<file path="src/rtl/cacheline_adaptor.sv">
// cacheline_adaptor: memory-side responder for the arbiter's line port.
// Turns one 256-bit line read/write request into a 4-beat, 64-bit burst
// on the physical memory interface, then pulses resp for one cycle.
//
// Ports:
//   clk, rst            clock, synchronous active-high reset
//   line_i / line_o     write line in / assembled read line out (registered)
//   address_i           line request address (low 5 bits dropped)
//   read_i / write_i    level requests, held until resp_o
//   resp_o              one-cycle completion pulse
//   burst_i / burst_o   read beat from memory / write beat to memory
//   address_o           32-byte aligned burst address
//   read_o / write_o    burst read / write request
//   resp_i              memory beat strobe, one beat per high cycle
module cacheline_adaptor #(
  parameter int unsigned BEAT_W = 64,
  parameter int unsigned BEATS  = 4
) (
  input  logic                     clk,
  input  logic                     rst,
  input  logic [BEAT_W*BEATS-1:0]  line_i,
  output logic [BEAT_W*BEATS-1:0]  line_o,
  input  logic [31:0]              address_i,
  input  logic                     read_i,
  input  logic                     write_i,
  output logic                     resp_o,
  input  logic [BEAT_W-1:0]        burst_i,
  output logic [BEAT_W-1:0]        burst_o,
  output logic [31:0]              address_o,
  output logic                     read_o,
  output logic                     write_o,
  input  logic                     resp_i
);

  localparam int unsigned LINE_W = BEAT_W * BEATS;
  localparam int unsigned CNT_W  = $clog2(BEATS);
  localparam logic [CNT_W-1:0] LAST_BEAT = CNT_W'(BEATS - 1);
  // Bursts are line aligned: drop the byte offset within a 32-byte line.
  localparam logic [31:0] ADDR_MASK = 32'hFFFF_FFE0;

  typedef enum logic [1:0] {
    IDLE  = 2'd0,
    READ  = 2'd1,
    WRITE = 2'd2,
    DONE  = 2'd3
  } state_t;

  state_t            state;
  logic [CNT_W-1:0]  count;
  logic [LINE_W-1:0] buffer;
  logic [31:0]       address_reg;

  // Single FSM; every output is a register updated alongside the state so
  // that it already carries the value required in the state being entered.
  always_ff @(posedge clk) begin
    if (rst) begin
      state       <= IDLE;
      count       <= '0;
      buffer      <= '0;
      address_reg <= '0;
      line_o      <= '0;
      burst_o     <= '0;
      address_o   <= '0;
      read_o      <= 1'b0;
      write_o     <= 1'b0;
      resp_o      <= 1'b0;
    end else begin
      resp_o <= 1'b0;
      case (state)
        IDLE: begin
          count <= '0;
          // Read wins if both requests are raised together.
          if (read_i) begin
            state       <= READ;
            address_reg <= address_i & ADDR_MASK;
            address_o   <= address_i & ADDR_MASK;
            read_o      <= 1'b1;
          end else if (write_i) begin
            state       <= WRITE;
            address_reg <= address_i & ADDR_MASK;
            address_o   <= address_i & ADDR_MASK;
            buffer      <= line_i;
            burst_o     <= line_i[BEAT_W-1:0];
            write_o     <= 1'b1;
          end
        end

        READ: begin
          if (resp_i) begin
            buffer[count*BEAT_W +: BEAT_W] <= burst_i;
            count <= count + CNT_W'(1);
            if (count == LAST_BEAT) begin
              state     <= DONE;
              read_o    <= 1'b0;
              address_o <= '0;
              resp_o    <= 1'b1;
              // Final beat lands in the top lane; publish the whole line now.
              line_o    <= {burst_i, buffer[LINE_W-BEAT_W-1:0]};
            end
          end
        end

        WRITE: begin
          if (resp_i) begin
            count <= count + CNT_W'(1);
            if (count == LAST_BEAT) begin
              state     <= DONE;
              write_o   <= 1'b0;
              address_o <= '0;
              burst_o   <= '0;
              resp_o    <= 1'b1;
            end else begin
              // Present the next lane so burst_o always tracks the beat count.
              burst_o <= buffer[(count + CNT_W'(1))*BEAT_W +: BEAT_W];
            end
          end
        end

        DONE: begin
          state <= IDLE;
        end

        default: begin
          state <= IDLE;
        end
      endcase
    end
  end

  // address_reg keeps the accepted burst address for the whole transaction.
  logic unused_address_reg;
  assign unused_address_reg = ^address_reg;

endmodule

</file>
<file path="config.mk">
export PLATFORM = sky130hd
export DESIGN_NAME = cacheline_adaptor
export DESIGN_NICKNAME = d
export VERILOG_FILES = /design/src/rtl/cacheline_adaptor.sv
export SDC_FILE = /design/constraint.sdc
export NUM_CORES = 1
export LEC_CHECK = 0
export CAP_MARGIN = 5
export CELL_PAD_IN_SITES_DETAIL_PLACEMENT = 1
export CELL_PAD_IN_SITES_GLOBAL_PLACEMENT = 1
export CORE_MARGIN = 4
export CORE_UTILIZATION = 31
export DETAILED_ROUTE_END_ITERATION = 10
export PLACE_DENSITY = 0.72
export SETUP_SLACK_MARGIN = 0.3
export SYNTH_ARGS = -nofsm -noshare
export SYNTH_HDL_FRONTEND = slang
export SYNTH_SLANG_ARGS = --single-unit
</file>
<file path="constraint.sdc">
create_clock -name clk -period 2.4 [get_ports clk]
set_clock_uncertainty 0.15 [all_clocks]
set_input_delay 0.36 -clock clk [delete_from_list [all_inputs] [get_ports clk]]
set_output_delay 0.36 -clock clk [all_outputs]
set_load 0.005 [all_outputs]
</file>
Yosys cells after proc, flatten, opt, wreduce, memory -nomap -nowiden:

Cells that the tools add are included.

* $add $sub $neg: 3
* equality and inequality tests: 14
* shift operators: 3
* multiplexer cells: 30
* bitwise operators: 2
* reduce and logical (&&, ||, !) cells: 14

Operators by type and width (number)
* two-way mux 256 bit: 3
* case mux 256 bit (2 select lines): 1
* bitwise mux 256 bit: 1
* two-way mux 64 bit: 4
* variable shift 64 x 34 -> 256 bit (first input constant): 1
* variable part select 256 x 10 -> 64 bit: 1
* variable part select 64 x 34 -> 256 bit: 1
* two-way mux 32 bit: 4
* case mux 64 bit (2 select lines): 1
* case mux 32 bit (2 select lines): 1
* negation 8 -> 34 bit: 1
* AND reduction 4 bit: 4
* inequality test 2 bit (second input constant): 7
* two-way mux 2 bit: 5
* equality test 2 bit (second input constant): 3
* two-way mux 1 bit: 6
* case mux 2 bit (3 select lines): 1
* AND reduction 3 bit: 2
* nonzero test 2 bit: 3
* AND reduction 5 bit: 1
* inequality test 2 x 1 -> 1 bit (second input constant): 2
* case mux 1 bit (2 select lines): 2
* case mux 2 bit (2 select lines): 1
* adder 2 x 1 -> 3 bit (second input constant): 1
* other kinds (8): 9

* flip-flop bits (word level): 615
* bits of input ports: 357
* output and inout bits: 355
* logic and storage cells: 75

Longest topological paths before layout:

* depth in word-level cells: 5
* gate-level depth with buffers: 10
* depth with buffers taken out: 6

Worst setup path after synthesis:

Ideal clock, no wire load.

* path kind: register -> register
* start point: register count[1]
* end point: register buffer[10]
* library setup time: 91 ps
* data arrival time: 2143 ps
* required time: 2159 ps
* path slack: 16 ps
* cell stages (with the launch flop): 10
* path buffers: 3
* period minus slack after synthesis: 2384 ps
* path through: dfxtp_1 > buf_2 > buf_1 > inv_1 > ha_1 > nand4b_1 > nor2_4 > buf_2 > nand2_1 > a311oi_1

* cells in the longest elaborated chain, start to end: 5
* elaborated cells between the ends (all ways): 6
* those cells by class: add/sub (1); shift (2); mux (3)

Ends and longest elaborated chain
* start, declared: RTL line 49 `logic [CNT_W-1:0] count;`
* start signal, assigned: RTL line 91 `count <= count + CNT_W'(1);`
* start signal, assigned: RTL line 105 `count <= count + CNT_W'(1);`
* negation 8 -> 34 bit *: RTL line 90 `buffer[count*BEAT_W +: BEAT_W] <= burst_i;`
* variable part select 64 x 34 -> 256 bit / variable shift 64 x 34 -> 256 bit (equally long branches): RTL line 90
* bitwise mux 256 bit *: RTL line 90
* two-way mux 256 bit *: RTL line 89 `if (resp_i) begin`
* case mux 256 bit (2 select lines) *: RTL line 69 `case (state)`
* end signal, assigned: RTL line 82 `buffer <= line_i;`
* end signal, assigned by index: RTL line 90
* end, declared: RTL line 50 `logic [LINE_W-1:0] buffer;`

Mark *: on every way between the ends. The rest lies on a longest branch, timed or not. The select of a mux whose other input is x is not followed.
A chain may end at the register's enable or synchronous reset.

Final worst setup path:

* start point: register state[0]
* end point: register buffer[58]

* cells in the longest elaborated chain, start to end: 3
* elaborated cells between the ends (all ways): 8
* those cells by class: eq/ne (4); mux (1); reduce/logical (3)

Ends and longest elaborated chain
* start, declared: RTL line 48 `state_t state;`
* start signal, assigned: RTL line 57 `state <= IDLE;`
* start signal, assigned: RTL line 74 `state <= READ;`
* start signal, assigned: RTL line 79 `state <= WRITE;`
* equality test 2 x 1 -> 1 bit / zero test 2 bit (equally long branches): RTL line 69
* inequality test 2 bit (no source line) / nonzero test 2 bit (equally long branches)
* AND reduction 4 bit (no source line)

Several ways; a longest one is shown, not always the timed one.

==> results.md <==
- Worst slew pin tran: 734.1 ps
- Total GRT Usage: 26.19%
- Max Transition Viols Final: 0
- Clock transition at the registers of the reported paths: 60 ps
- Area leader, netlist: dfxtp_1
- Pre-CTS setup slack: -94.67 ps
- Synth warnings: 0
- First-pass GRT wire length: 174800 um
- Synth top area cells: dfxtp_1 48%, nand2_1 14%, a311oi_1 8.9%, a21oi_1 6.9%, nor2_1 4.8%
- H-Tree Depth: 3
- Hold Vio Cnt, Final: 0
- Setup ws final: about 220 ps
- Hold crit path type: in -> reg
- Final period util: 90.69%
- Cell Area, Synth: 0.02542 mm2
- Placed cell area: 0.03423 mm2
- I/O pin total: roughly 710
- Tmin final: 2177 ps
- First-pass detailed-route iteration total: 5
- CTS max path bufs: 3
- MaxCap Viol Count: 0
- Final Wtd Congestion: 0.8393
- LEAKAGE: about 14 nW
- F_max: 459.4 MHz
- Required time worst endpoint: 2760 ps
- Share of the synthesized area in the top cell type: about half
- Status: completed
- Final ANT Viol Nets: 0
- Sequential share of the synthesized area: 48.03%
- Worst IR Drop VDD: 0.5421 mV
- Die ar.: around 0.087 mm2
- Worst setup EP type: flop
- Count of input and output buffers: 701
- Crit path kind: reg -> reg
- RSZ-0062 raised after global routing: yes
- PwrDens: roughly 1100 mW/mm2
- Total gr overflow: 0
- CTS Sinks: 610
- Critical path arrival: between 2000 and 3000 ps
- DRT Wirelength: 135300 um
- CTS buffer count: 71
- Post-synthesis register bit count: between 600 and 700
- HPWL after detailed placement: 79490 um
- Vias in the first global route: around 27000
- Core Area: a little over 0.08 mm2
- Relative slew slack: 51.06%
- Routed length per placed instance: 26.56 um
- Worst setup SP type: flop
- Final setup fails: 0
- Skew-Pair Late Insertion Delay: 620 ps
- Vias: 28040
- Final core occ: 48.73%
- Largest net degree at the start of global routing: approximately 130
- Final non-filler cell area: 0.03944 mm2
- Synth Instances: around 3200
- Synthesized area per cell: 7.830 um2
- # DRC: 0
- DR iter-0 viols: approximately 2100
- Area delta synth->final: 55.12%
- Initial Util: between 30% and 40%
- Num rows: 104
- Post-synth cell types: 39
- Initial antenna violation count: 27
- Die height: 294.4 um
- Die width: 294.4 um
- Root Buffer: clkbuf_16
- Maximum fanout along the worst path: 7
- Share of cells above drive strength 1: 12.06%
- CTS tree: built
- Vias per cell: 5.503
- Fin nets: 4322
-- routing by layer --
metal / share of wire [%] / routed length [um] / track usage (%)
met1: 40 / 54150 / 31.69
met2: 48 / 65370 / 45.82
met3: 7.6 / 10280 / 5.757
met4: 4.0 / 5442 / 9.300
met5: 0.055 / 74 / 0
-- cell type report --
type / instances / area (um2)
inverter: 6 / 40.04
clock inverter: 14 / 211.5
fill: 9395 / 41500
antenna: 23 / 57.56
clock buffer: 114 / 2180
tap: 1060 / 1326
multi-input combinational: 2322 / 12370
timing repair buffer: 946 / 11030
sequential: 610 / 12230
-- worst max-delay path, cell delays in order (launching register included) --
cell	delay [ps]
dfxtp_4	380
inv_4	50
ha_4	180
nand2b_4	170
a22oi_2	260
buf_4	170
buf_12	170
buf_8	130
buf_12	120
nor2_4	30
a311oi_2	250
-- path summary, 6_finish.rpt --
path	start	endpoint	slack, ps	depth (start not counted)
worst max-delay path	state[0]	buffer[58]	220	10
worst min-delay path	line_i[131]	buffer[131]	170	3
worst max register to register	state[0]	buffer[58]	220	10
worst min register to register	address_o[23]	address_o[23]	300	2
-- repair_timing --
action,4_1_cts,5_1_grt
endpoints found under the setup margin,567,338
resized for setup,39,156
cloned,12,47
hold buffers,1,0
pin swaps,8,86
setup buffers,18,35
endpoints found under the hold margin,6,0
-- through the flow --
step | hold slack (ps) | TNS [ps] | power, W | instances
5_1_grt | 156.4 | 0 | 0.04461 | 5089
4_1_cts | 128.6 | 0 | 0.04015 | 4990
6_report | 169.8 | 0 | 0.04266 | 5095
3_3_place_gp | 287.9 | 0 | 0.02736 | 4831
3_5_place_dp | 295.0 | -651.9 | 0.02770 | 4831
2_1_floorplan | 282.2 | 0 | 0.02165 | 3251
-- where the power goes --
part           leakage (nW)  total (W)  internal [W]  switching (W)
combinational          7.74     0.0172       0.00760        0.00960
clock                  1.17     0.0112       0.00658        0.00461
sequential             4.98     0.0143        0.0125        0.00178
total                  13.9     0.0427        0.0267         0.0160
-- cell usage in the layout, fill, tap and decap left out, drive strengths merged, types with 11 or more instances in the layout --
cell / count
nand2: 929
clkdlybuf4s50: 687
dfxtp: 610
a21oi: 352
nor2: 329
a311oi: 258
buf: 202
clkbuf: 155
nand2b: 132
nor3: 128
o211ai: 64
a221oi: 64
nand3: 30
diode: 23
clkinv: 11
-- cells in the mapped netlist --
cell type and number:
nand2_1 929, dfxtp_1 610, a21oi_1 352, nor2_1 328
a311oi_1 258, clkbuf_1 151, nand2b_1 131, nor3_1 128
buf_2 121, a221oi_1 64, o211ai_1 64, buf_4 29
nand3_1 29, buf_1 10, ha_1 8, inv_1 5
a22oi_2 4, a21bo_2 2, and4_1 2, buf_6 2
nor2b_1 2, a22o_1 1, a32oi_1 1, and2_1 1
and3_1 1, and4b_1 1, clkinv_1 1, conb_1 1
mux2i_1 1, nand2b_4 1, nand3_2 1, nand3b_4 1
nand4b_1 1, nor2_4 1, nor3b_1 1, o21ai_0 1
or2_2 1, or3b_1 1, or3b_2 1
-- cell families (layout without fill, tap and decap cells) --
logic type	Yosys count	count (layout)	synth area share, %
AOI/OAI and AO/OA	747	747	20.28
buffers and inverters	319	1080	5.792
other	1	28	0.01475
and+or+nand+nor	1561	1561	25.45
DFF	610	610	48.03
muxes	1	1	0.03937
adders and majority gates	8	8	0.3937
-- sequential cells by signal (all words and copies together) (netlist names) --
name and flops:
count 2, buffer 256, read_o 1, line_o 256, resp_o 1, burst_o 64
address_o 27, write_o 1, state 2
(Power assumes the default switching activity.)
